`src/rtl/poc_pkg.sv`:
```
// Shared constants and types for the parallel output controller.
// Used by poc_core and poc_printer_if. The optional completion timeout is
// enabled with the POC_TIMEOUT_EN macro (see poc_printer_if).
package poc_pkg;

    // Register-bus address map
    localparam logic [2:0] SR0_ADDR  = 3'd0;  // mode: 1 = interrupt, 0 = polling
    localparam logic [2:0] DATA_ADDR = 3'd1;  // data buffer BR
    localparam logic [2:0] ERR_ADDR  = 3'd6;  // sticky timeout error
    localparam logic [2:0] SR7_ADDR  = 3'd7;  // ready for next byte

    // SR7 = 1 (ready), SR0 = 0 (polling)
    localparam logic [7:0] SR_RESET = 8'b1000_0000;

    // Printer handshake FSM encoding
    typedef enum logic [1:0] {
        StIdle     = 2'd0,
        StStrobe   = 2'd1,
        StWaitBusy = 2'd2,
        StWaitDone = 2'd3
    } poc_state_e;

endpackage

```
`src/rtl/poc_printer_if.sv`:
```
// Printer strobe/ready handshake for the parallel output controller.
// Latches the byte at strobe start, drives tr for TR_PULSE_CYCLES, then waits
// for the printer to go busy and return to idle before reporting done.
// With POC_TIMEOUT_EN defined, a wait longer than TIMEOUT_CYCLES aborts the
// transfer and reports done together with err.
module poc_printer_if
    import poc_pkg::*;
#(
    parameter int unsigned TR_PULSE_CYCLES = 1,
    parameter int unsigned TIMEOUT_CYCLES  = 1024
) (
    input  logic       clk,
    input  logic       rst_n,
    input  logic       start_i,
    input  logic [7:0] byte_i,
    input  logic       rdy_i,
    output logic       done_o,
    output logic       err_o,
    output logic [7:0] pd_o,
    output logic       tr_o
);

    if (TR_PULSE_CYCLES < 1 || TR_PULSE_CYCLES > 15) begin : g_bad_pulse
        $error("TR_PULSE_CYCLES must be in 1..15");
    end
    if (TIMEOUT_CYCLES < 1) begin : g_bad_timeout
        $error("TIMEOUT_CYCLES must be at least 1");
    end

    poc_state_e state_q, state_d;
    logic [3:0] strobe_cnt_q, strobe_cnt_d;
    logic [7:0] pd_q, pd_d;
    logic       tr_q, tr_d;
    logic       timeout_hit;

`ifdef POC_TIMEOUT_EN
    localparam int unsigned TimeoutW = $clog2(TIMEOUT_CYCLES + 1);

    logic [TimeoutW-1:0] to_cnt_q, to_cnt_d;

    assign timeout_hit = (state_q == StWaitBusy || state_q == StWaitDone) &&
                         (to_cnt_q == TimeoutW'(TIMEOUT_CYCLES - 1));

    // Timeout counter: cleared while strobing, counts while waiting on the printer
    always_comb begin
        to_cnt_d = to_cnt_q;
        if (state_q == StStrobe) begin
            to_cnt_d = '0;
        end else if (state_q == StWaitBusy || state_q == StWaitDone) begin
            to_cnt_d = to_cnt_q + 1'b1;
        end
    end

    // Timeout counter register
    always_ff @(posedge clk or negedge rst_n) begin
        if (!rst_n) begin
            to_cnt_q <= '0;
        end else begin
            to_cnt_q <= to_cnt_d;
        end
    end
`else
    assign timeout_hit = 1'b0;
`endif

    // State and datapath registers
    always_ff @(posedge clk or negedge rst_n) begin
        if (!rst_n) begin
            state_q      <= StIdle;
            strobe_cnt_q <= 4'd0;
            pd_q         <= 8'd0;
            tr_q         <= 1'b0;
        end else begin
            state_q      <= state_d;
            strobe_cnt_q <= strobe_cnt_d;
            pd_q         <= pd_d;
            tr_q         <= tr_d;
        end
    end

    // Next-state logic
    always_comb begin
        state_d = state_q;
        unique case (state_q)
            StIdle: begin
                if (start_i && rdy_i) state_d = StStrobe;
            end
            StStrobe: begin
                if (strobe_cnt_q >= 4'(TR_PULSE_CYCLES)) state_d = StWaitBusy;
            end
            StWaitBusy: begin
                if (timeout_hit)  state_d = StIdle;
                else if (!rdy_i)  state_d = StWaitDone;
            end
            StWaitDone: begin
                if (rdy_i || timeout_hit) state_d = StIdle;
            end
            default: state_d = StIdle;
        endcase
    end

    // Outputs and datapath next values
    always_comb begin
        strobe_cnt_d = strobe_cnt_q;
        pd_d         = pd_q;
        tr_d         = tr_q;
        done_o       = 1'b0;
        err_o        = 1'b0;
        unique case (state_q)
            StIdle: begin
                if (start_i && rdy_i) begin
                    pd_d         = byte_i;
                    tr_d         = 1'b1;
                    strobe_cnt_d = 4'd1;
                end
            end
            StStrobe: begin
                if (strobe_cnt_q >= 4'(TR_PULSE_CYCLES)) begin
                    tr_d = 1'b0;
                end else begin
                    strobe_cnt_d = strobe_cnt_q + 4'd1;
                end
            end
            StWaitBusy: begin
                if (timeout_hit) begin
                    tr_d   = 1'b0;
                    done_o = 1'b1;
                    err_o  = 1'b1;
                end
            end
            StWaitDone: begin
                // A printer completing on the limit cycle is a normal finish
                if (rdy_i) begin
                    done_o = 1'b1;
                end else if (timeout_hit) begin
                    tr_d   = 1'b0;
                    done_o = 1'b1;
                    err_o  = 1'b1;
                end
            end
            default: begin
                tr_d = 1'b0;
            end
        endcase
    end

    assign pd_o = pd_q;
    assign tr_o = tr_q;

endmodule

```
`src/rtl/poc_core.sv`:
```
// Parallel output controller: register-bus responder holding SR and BR,
// the registered read path and the active-low interrupt. The printer
// handshake lives in poc_printer_if; its optional timeout is enabled with
// the POC_TIMEOUT_EN macro.
module poc_core
    import poc_pkg::*;
#(
    parameter int unsigned TR_PULSE_CYCLES = 1,
    parameter int unsigned TIMEOUT_CYCLES  = 1024
) (
    input  logic       clk,
    input  logic       rst_n,
    input  logic       rw,
    input  logic [2:0] addr,
    input  logic       reg_in,
    input  logic [7:0] data_in,
    output logic       reg_out,
    output logic       irq,
    output logic [7:0] pd,
    output logic       tr,
    input  logic       rdy
);

    logic [7:0] sr_q, sr_d;
    logic [7:0] br_q, br_d;
    logic       reg_out_q, reg_out_d;
    logic       irq_q, irq_d;
    logic       done;
    logic       err;

    poc_printer_if #(
        .TR_PULSE_CYCLES(TR_PULSE_CYCLES),
        .TIMEOUT_CYCLES (TIMEOUT_CYCLES)
    ) u_printer_if (
        .clk    (clk),
        .rst_n  (rst_n),
        .start_i(~sr_q[SR7_ADDR]),
        .byte_i (br_q),
        .rdy_i  (rdy),
        .done_o (done),
        .err_o  (err),
        .pd_o   (pd),
        .tr_o   (tr)
    );

    // Register updates: printer done first so a same-cycle processor write to
    // SR7 overrides it; a timeout error then forces the sticky SR6 bit.
    always_comb begin
        sr_d = sr_q;
        br_d = br_q;
        if (done) sr_d[SR7_ADDR] = 1'b1;
        if (rw) begin
            if (addr == DATA_ADDR) begin
                br_d = data_in;
            end else begin
                sr_d[addr] = reg_in;
            end
        end
        if (err) sr_d[ERR_ADDR] = 1'b1;
    end

    // Read path and interrupt, both one cycle behind the register state
    always_comb begin
        reg_out_d = reg_out_q;
        if (!rw) begin
            reg_out_d = (addr == DATA_ADDR) ? 1'b0 : sr_q[addr];
        end
        irq_d = ~(sr_q[SR0_ADDR] & sr_q[SR7_ADDR]);
    end

    // Bus-side registers
    always_ff @(posedge clk or negedge rst_n) begin
        if (!rst_n) begin
            sr_q      <= SR_RESET;
            br_q      <= 8'd0;
            reg_out_q <= 1'b0;
            irq_q     <= 1'b1;
        end else begin
            sr_q      <= sr_d;
            br_q      <= br_d;
            reg_out_q <= reg_out_d;
            irq_q     <= irq_d;
        end
    end

    assign reg_out = reg_out_q;
    assign irq     = irq_q;

endmodule

```
`config.mk`:
```
export PLATFORM = sky130hd
export DESIGN_NAME = poc_core
export DESIGN_NICKNAME = d
export VERILOG_FILES = /design/src/rtl/poc_pkg.sv /design/src/rtl/poc_printer_if.sv /design/src/rtl/poc_core.sv
export SDC_FILE = /design/constraint.sdc
export NUM_CORES = 1
export LEC_CHECK = 0
export ABC_AREA = 1
export ABC_CLOCK_PERIOD_IN_PS = 1500
export CAP_MARGIN = 20
export CORE_MARGIN = 2
export CORE_UTILIZATION = 45
export CTS_BUF_LIST = sky130_fd_sc_hd__clkbuf_8
export DETAILED_ROUTE_END_ITERATION = 8
export HOLD_SLACK_MARGIN = 0.15
export PLACE_DENSITY = 0.77
export SLEW_MARGIN = 20
export SYNTH_ARGS = -nofsm -noshare
export SYNTH_HDL_FRONTEND = slang
export SYNTH_SLANG_ARGS = --single-unit
export TNS_END_PERCENT = 1
```
`constraint.sdc`:
```
create_clock -name clk -period 1.5 [get_ports clk]
set_input_delay 0.375 -clock clk [delete_from_list [all_inputs] [get_ports clk]]
set_output_delay 0.375 -clock clk [all_outputs]
set_load 0.1 [all_outputs]
```
## After elaboration in Yosys (flattened, before gate mapping)

Cells that the tools add are included.

| word-level totals | value |
|---|---|
| flip-flop bits (word level) | 33 |
| logic and storage cells | 61 |

| operators by class | value |
|---|---|
| add/subtract/negate cells | 1 |
| magnitude comparators | 3 |
| equal/unequal tests | 9 |
| multiplexer cells | 22 |
| bitwise operators | 5 |
| reductions and logical operators | 11 |

Operator list:

| kind | count |
|---|---|
| 8-bit two-way mux | 2 |
| 8-bit bitwise mux | 1 |
| 1-bit two-way mux | 8 |
| 2-bit two-way mux | 4 |
| 4-bit two-way mux | 2 |
| 2-bit one-hot mux with 4 select lines | 1 |
| 4-bit one-hot mux with 2 select lines | 1 |
| 2-bit inequality test (second input constant) | 3 |
| 2-bit AND reduction | 3 |
| 3-bit AND reduction | 2 |
| 4-bit by 1-bit adder with 4-bit output (second input constant) | 1 |
| 2-bit == test (second input constant) | 2 |
| 4-bit by 1-bit >= comparator with 1-bit output (second input constant) | 1 |
| 3-bit by 4-bit < comparator with 1-bit output (second input constant) | 1 |
| 2-bit by 1-bit inequality test with 1-bit output (second input constant) | 2 |
| 1-bit inverter | 4 |
| 4-bit AND reduction | 1 |
| 1-bit binary-select mux with 3-bit select | 1 |
| 1-bit demux with 3-bit select | 1 |
| 3-bit by 1-bit == test with 1-bit output (second input constant) | 1 |
| 3-bit by 1-bit >= comparator with 1-bit output (second input constant) | 1 |
| 2-bit by 1-bit == test with 1-bit output (second input constant) | 1 |
| 1-bit logical AND | 2 |
| 2-bit logical NOT | 1 |
| 4 further kinds | 4 |

## Longest topological paths before layout

Gate-level depths: netlist of run 1.

| logic depth | value |
|---|---|
| depth after elaboration | 7 |
| gate-level depth with buffers | 9 |
| gate-level depth less buffers | 9 |

## By module

Synthesis of run 1 repeated with hierarchy kept, for this count alone.

| unflattened totals | value |
|---|---|
| cell total of the unflattened synthesis | 173 |
| area, all modules | 1,674.1 sq um |

By module, submodules not included:

| module | times used | cells an instance | area an instance (sq um) |
|---|---|---|---|
| poc_core | 1 | 90 | 875.8 |
| poc_printer_if | 1 | 83 | 798.3 |

## Least setup slack after synthesis of run 1

No wires, ideal clock.

| timing | value |
|---|---|
| kind | register to register |
| start point | reg u_printer_if.state_q[1] |
| end point | reg u_printer_if.strobe_cnt_q[0] |
| setup time | 0.124 ns |
| arrival time | 1.188 ns |
| slack | 0.188 ns |
| stages on the path, launching flop included | 10 |
| period minus slack after synthesis | 1.312 ns |
| cell sequence | dfrtp_1 inv_1 ha_1 inv_2 nor2_2 nand3_2 nand2_1 nand2_1 nand2_1 nand2_1 |

| between the ends | value |
|---|---|
| longest elaborated chain between the ends | 3 |

Ends and longest elaborated chain:

| what | line | source |
|---|---|---|
| from (decl) | poc_printer_if.sv:30 | `poc_state_e state_q, state_d;` |
| from (signal assigned) | poc_printer_if.sv:69 | `state_q <= StIdle;` |
| from (signal assigned) | poc_printer_if.sv:74 | `state_q <= state_d;` |
| 2-bit by 1-bit == test with 1-bit output / 2-bit logical NOT (equally long branches) | poc_printer_if.sv:109 | `unique case (state_q)` |
| 2-bit inequality test (no source line), or another cell as far along | n/a |  |
| 3-bit AND reduction (no source line) | n/a |  |
| to (signal assigned) | poc_printer_if.sv:75 | `strobe_cnt_q <= strobe_cnt_d;` |
| to (decl) | poc_printer_if.sv:31 | `logic [3:0] strobe_cnt_q, strobe_cnt_d;` |

Several ways; a longest one is shown, not always the timed one.
A chain may end at the register's enable or synchronous reset.

## Worst setup path in the final report of run 1

| timing | value |
|---|---|
| start point | reg u_printer_if.state_q[0] |
| end point | reg u_printer_if.state_q[1] |

| between the ends | value |
|---|---|
| longest elaborated chain between the ends | 3 |

Ends and longest elaborated chain:

| what | line | source |
|---|---|---|
| 2-bit by 1-bit == test with 1-bit output, or another cell as far along | poc_printer_if.sv:84 | `unique case (state_q)` |
| 2-bit by 1-bit inequality test with 1-bit output (no source line) / 2-bit inequality test (equally long branches) | n/a |  |
| 4-bit AND reduction (no source line) | n/a |  |

Several ways; a longest one is shown, not always the timed one.

==> results.tsv, run 1 <==
metric	value	unit
drive_gt1_frac	0.204	
dr_total_vias	1231	
utilization	0.650	
fillers	258	
min_to	irq$_DFF_PN1_	
rsz0062_at_grt	false	
crit-reg2reg-launch	u_printer_if.state_q[0]$_DFFE_PN0P_	
yosys-top-cells-area	dfrtp_1 (49%), nand2_1 (8.9%), ha_1 (6.6%)	
ys_seq_area_frac	0.526	
critPathTopFamily	flip-flops	
clk_latency	0.29	ns
r2r-end	u_printer_if.state_q[1]$_DFFE_PN0P_	
hpwl	2110	um
cts_buffers	5	
worstMarginPinSlew	0.286	ns
rows	21	
cts_buffer_depth	2	
start_util	0.465	
ctsHoldBuffers	0	
dieArea	0.00387	mm^2
antenna_found_initial	0	
nNetsFinal	234	
hold_viol_final	0	
synth_fp_nets	194	
path_buf_inv	2	
die_w	62.2	um
synth_area	0.00153	mm^2
arrival	1.55	ns
cts-root-buf	clkbuf_8	
cp_data_required_time	1.66	ns
finalWeightedCongestion	0.773	
multi_input_area	614	um^2
regToRegSetupSlack	0.11	ns
vias_per_cell	4.79	
synth_top_cell_area_share	0.492	
die_y	62.2	um
synth_top_cell_by_area	dfrtp_1	
hold_depth	1	
overflow	0	
first_global_vias	1246	
cp_max_fo	4	
cp-start-kind	flip-flop	
cts_resized	0	
crit_chain	inv_1, ha_1, inv_1, nand2_1, o21ai_0, nand3_1, nor2_1, a21oi_1	
detail-route-antenna-nets	0	
grt_pass1_wl	5440	um
slowest_delay	0.41	ns
max_slew_margin	0.809	
synth.distinct_cells	23	
finalMaxSlewViolations	0	
cts_sinks	32	
setup_viol	0	
cts_tree	built	
final.setup.tns	0	ns
synth.avg_cell_area	8.98	um^2
drc	0	
regArea	803	um^2
syn_inst	170	
final_common_cell	nand2_1	
io_pins	27	
maxCapViolations	0	
slowest_stage	dfrtp_1	
fmax	721	MHz
r2r_cells	8	
period_share	0.925	
cts_max_level	2	
num_antenna_cells	0	
cp-end-kind	flip-flop	
power_density	2160	mW/mm^2
hold_class	reg2reg	
crit_top_cell	inv_1	
finClkSkew	0.00904	ns
core_area	0.00328	mm^2
final_cell_mix	nand2_1 (35), dfrtp_1 (30), inv_1 (19), a21oi_1 (15), clkdlybuf4s50_1 (15)	
detail_route.iter0.violations	42	
whs	0.436	ns
syn2layout_area_growth	39.9	%
status	completed	
postCtsSetupRepairBufs	0	
grt_usage	0.181	
grt_max_degree	33	
final.min_clock_period	1.39	ns
routed_wl	3030	um
port_buffers	26	
critPathKind	reg2reg	
first_pass_iters	6	
yosysWarnings	0	
leakage	1.05	nW
clkTransAtPathRegs	0.07	ns
ir_drop	0.000811	V
synth-seq-cells	32	
wl_per_cell	11.8	um
==> layer usage <==
metal,track usage,up-vias,wire length (um)
li1,-,626,-
met1,0.205,583,1290
met2,0.307,17,1570
met3,0.0598,5,103
met4,0.0917,0,68
met5,0,-,0
==> report_power, final <==
group	internal [mW]	switching [mW]
logic	0.870	1.53
clock network	0.486	0.313
registers	1.16	0.242
==> area by class of cell <==
class,count,area share
Tap cell,46,0.0269
Clock inverter,3,0.0182
Multi-Input combinational cell,113,0.288
Sequential cell,32,0.376
Timing Repair Buffer,36,0.220
Inverter,22,0.0387
Clock buffer,5,0.0322
==> worst max-delay path by stage <==
stage | from | end | cells after the start
5_1_grt | u_printer_if.state_q[0]$_DFFE_PN0P_ | u_printer_if.state_q[1]$_DFFE_PN0P_ | 8
6_report | u_printer_if.state_q[0]$_DFFE_PN0P_ | u_printer_if.state_q[1]$_DFFE_PN0P_ | 8
2_1_floorplan | u_printer_if.state_q[1]$_DFFE_PN0P_ | u_printer_if.strobe_cnt_q[0]$_DFFE_PN0P_ | 9
3_5_place_dp | addr[1] | reg_out$_DFFE_PN0N_ | 8
4_1_cts | u_printer_if.state_q[1]$_DFFE_PN0P_ | u_printer_if.strobe_cnt_q[2]$_DFFE_PN0P_ | 9
3_3_place_gp | addr[1] | reg_out$_DFFE_PN0N_ | 8
==> cell usage after synthesis, drive strengths merged <==
cell type	n
a21boi	1
a21oi	15
a31oi	5
buf	3
dfrtp	30
dfstp	2
ha	8
inv	22
nand2	37
nand3	11
nor2	18
nor3	1
o211ai	1
o21ai	15
xor2	1
==> logic make-up after synthesis <==
family | synth area share
XOR/XNOR | 0.00574
flip-flops | 0.526
buffers and inverters | 0.0746
AO/OA/AOI/OAI | 0.129
adder cells (fa/ha/maj) | 0.0656
AND/OR/NAND/NOR | 0.199
==> per-stage QoR <==
stage / worst slack, ns / power [mW] / instances / area, um^2
3_5_place_dp: -0.114 / 3.81 / 249 / 2020
3_3_place_gp: -0.0824 / 3.75 / 249 / 2020
2_1_floorplan: 0.188 / 2.89 / 170 / 1530
4_1_cts: 0.0388 / 4.62 / 257 / 2130
5_1_grt: 0.000890 / 4.86 / 257 / 2140
6_report: 0.113 / 4.60 / 257 / 2140
(Power assumes the default switching activity.)
==> inputs of run 2 (changes only) <==
Settings changed: REMOVE_ABC_BUFFERS set to 1.
==> run 2 against run 1 <==
Highest routed layer unchanged. Routed wire length is 6.3% lower. Critical path depth decreased by 7. Clock-buffer cell count unchanged. Largest power group unchanged. Sequential cell count did not move. Critical endpoint is now irq. Global-route usage down 1.2 points. Via count shrank 0.81%. Worst hold slack better by 0.0060 ns. Worst setup slack better by 0.011 ns. Total power shrank 0.10%. Sequential share of layout area decreased by 0.26 points.
==> results.tsv, run 2 (synthesis gave the netlist of run 1 again) <==
metric	value	unit
final.min_clock_period	1.38	ns
wl_per_cell	10.9	um
final_common_cell	nand2_1	
power_density	2140	mW/mm^2
cts_tree	built	
drc	0	
slowest_stage	dfstp_2	
finalMaxSlewViolations	0	
ctsHoldBuffers	0	
hpwl	2180	um
cp_data_required_time	1.12	ns
start_util	0.465	
slowest_delay	0.55	ns
crit-reg2reg-launch	u_printer_if.state_q[0]$_DFFE_PN0P_	
finalWeightedCongestion	0.844	
final_cell_mix	nand2_1 (35), dfrtp_1 (30), inv_1 (19), a21oi_1 (15), clkdlybuf4s50_1 (15)	
critPathKind	reg2out	
status	completed	
arrival	1.00	ns
rsz0062_at_grt	false	
grt_max_degree	33	
core_area	0.00328	mm^2
power.total	4.60	mW
clk_latency	0.28	ns
cp_max_fo	1	
fillers	268	
crit_chain	buf_12	
cts_max_level	2	
rows	21	
first_global_vias	1232	
detail_route.iter0.violations	62	
cts_buffers	5	
maxCapViolations	0	
hold_class	reg2reg	
cts_buffer_depth	2	
final-instance-count-excl-fill	261	
place_inst	252	
nNetsFinal	238	
finClkSkew	0.00373	ns
dieArea	0.00387	mm^2
period_share	0.918	
p_int	2.53	mW
fmax	727	MHz
die_y	62.2	um
overflow	0	
vias_per_cell	4.68	
io_pins	27	
ir_drop	0.00110	V
first_pass_iters	4	
path_buf_inv	1	
worstMarginPinSlew	0.253	ns
cts-root-buf	clkbuf_8	
syn2layout_area_growth	40.9	%
drive_gt1_frac	0.214	
leakage	1.07	nW
clkTransAtPathRegs	0.06	ns
p_clk_frac	0.171	
final.setup.tns	0	ns
critPathTopFamily	flip-flops	
num_antenna_cells	0	
setup_viol	0	
cp-startpoint	irq$_DFF_PN1_	
cp-start-kind	flip-flop	
sw_frac_of_total	0.450	
die_w	62.2	um
p_switching	2.07	mW
routed_wl	2840	um
cts_sinks	32	
hold_viol_final	0	
dr_total_vias	1221	
detail-route-antenna-nets	0	
cp-end-kind	output port	
max_slew_margin	0.831	
power_frac_seq	0.304	
antenna_found_initial	0	
grt_usage	0.169	
p_comb_frac	0.525	
grt_pass1_wl	5200	um
port_buffers	26	
==> run 2: changes by cell type in the layout (fill, tap and decap cells not counted), sizes merged <==
cell  previous run  this run
buf             21        25
==> run 2: worst paths after layout <==
| kind | to | slack [ns] | cells after the start |
|---|---|---|---|
| min in group asynchronous | u_printer_if.pd_o[1]$_DFFE_PN0P_ | 0.46 | 2 |
| worst max register to register | u_printer_if.state_q[1]$_DFFE_PN0P_ | 0.14 | 8 |
| worst min-delay path | irq$_DFF_PN1_ | 0.44 | 1 |
| worst max-delay path | irq | 0.12 | 1 |
| max in group asynchronous | sr_q[7]$_DFF_PN1_ | 0.80 | 2 |
| worst min register to register | irq$_DFF_PN1_ | 0.44 | 1 |
==> run 2: final cells by class <==
cell class	instances	area, um^2	area share
repair buffers	40	488	0.227
clock buffers	5	68.8	0.0320
flip-flops and latches	32	803	0.373
well taps	46	57.6	0.0268
clock inverters	3	38.8	0.0180
inverters	22	82.6	0.0384
multi-input cells	113	612	0.284
==> run 2: layer usage <==
metal,track usage,vias to the layer above,routed length [um],part of all wire
met5,0,-,0,0
met4,0.0833,0,57,0.020
met3,0.0399,5,75,0.026
met2,0.295,14,1460,0.51
met1,0.194,569,1250,0.44
li1,-,633,-,-
==> run 2: timing repair <==
item | in CTS | in global routing
resized for setup | 0 | 2
endpoints found under the setup margin | 0 | 5
setup buffers | 0 | 1
==> run 2: power by group through the flow <==
stage	Clock (mW)	Sequential (mW)	Combinational (mW)
floorplan	0	2.25	0.630
global placement	0	1.41	2.35
detailed placement	0	1.42	2.39
CTS	0.804	1.41	2.40
global route	0.848	1.44	2.59
finish	0.788	1.40	2.41
==> run 2: stage by stage <==
| step | util | setup slack, ns | hold WS, ns | cell area (um^2) |
|---|---|---|---|---|
| 2_1_floorplan | - | 0.188 | 0.0794 | 1500 |
| 6_report | 0.655 | 0.124 | 0.442 | 2150 |
| 5_1_grt | 0.655 | 0.00482 | 0.455 | 2150 |
| 4_1_cts | 0.652 | 0.0507 | 0.443 | 2140 |
| 3_3_place_gp | 0.619 | -0.0697 | 0.417 | 2030 |
| 3_5_place_dp | 0.619 | -0.105 | 0.433 | 2030 |
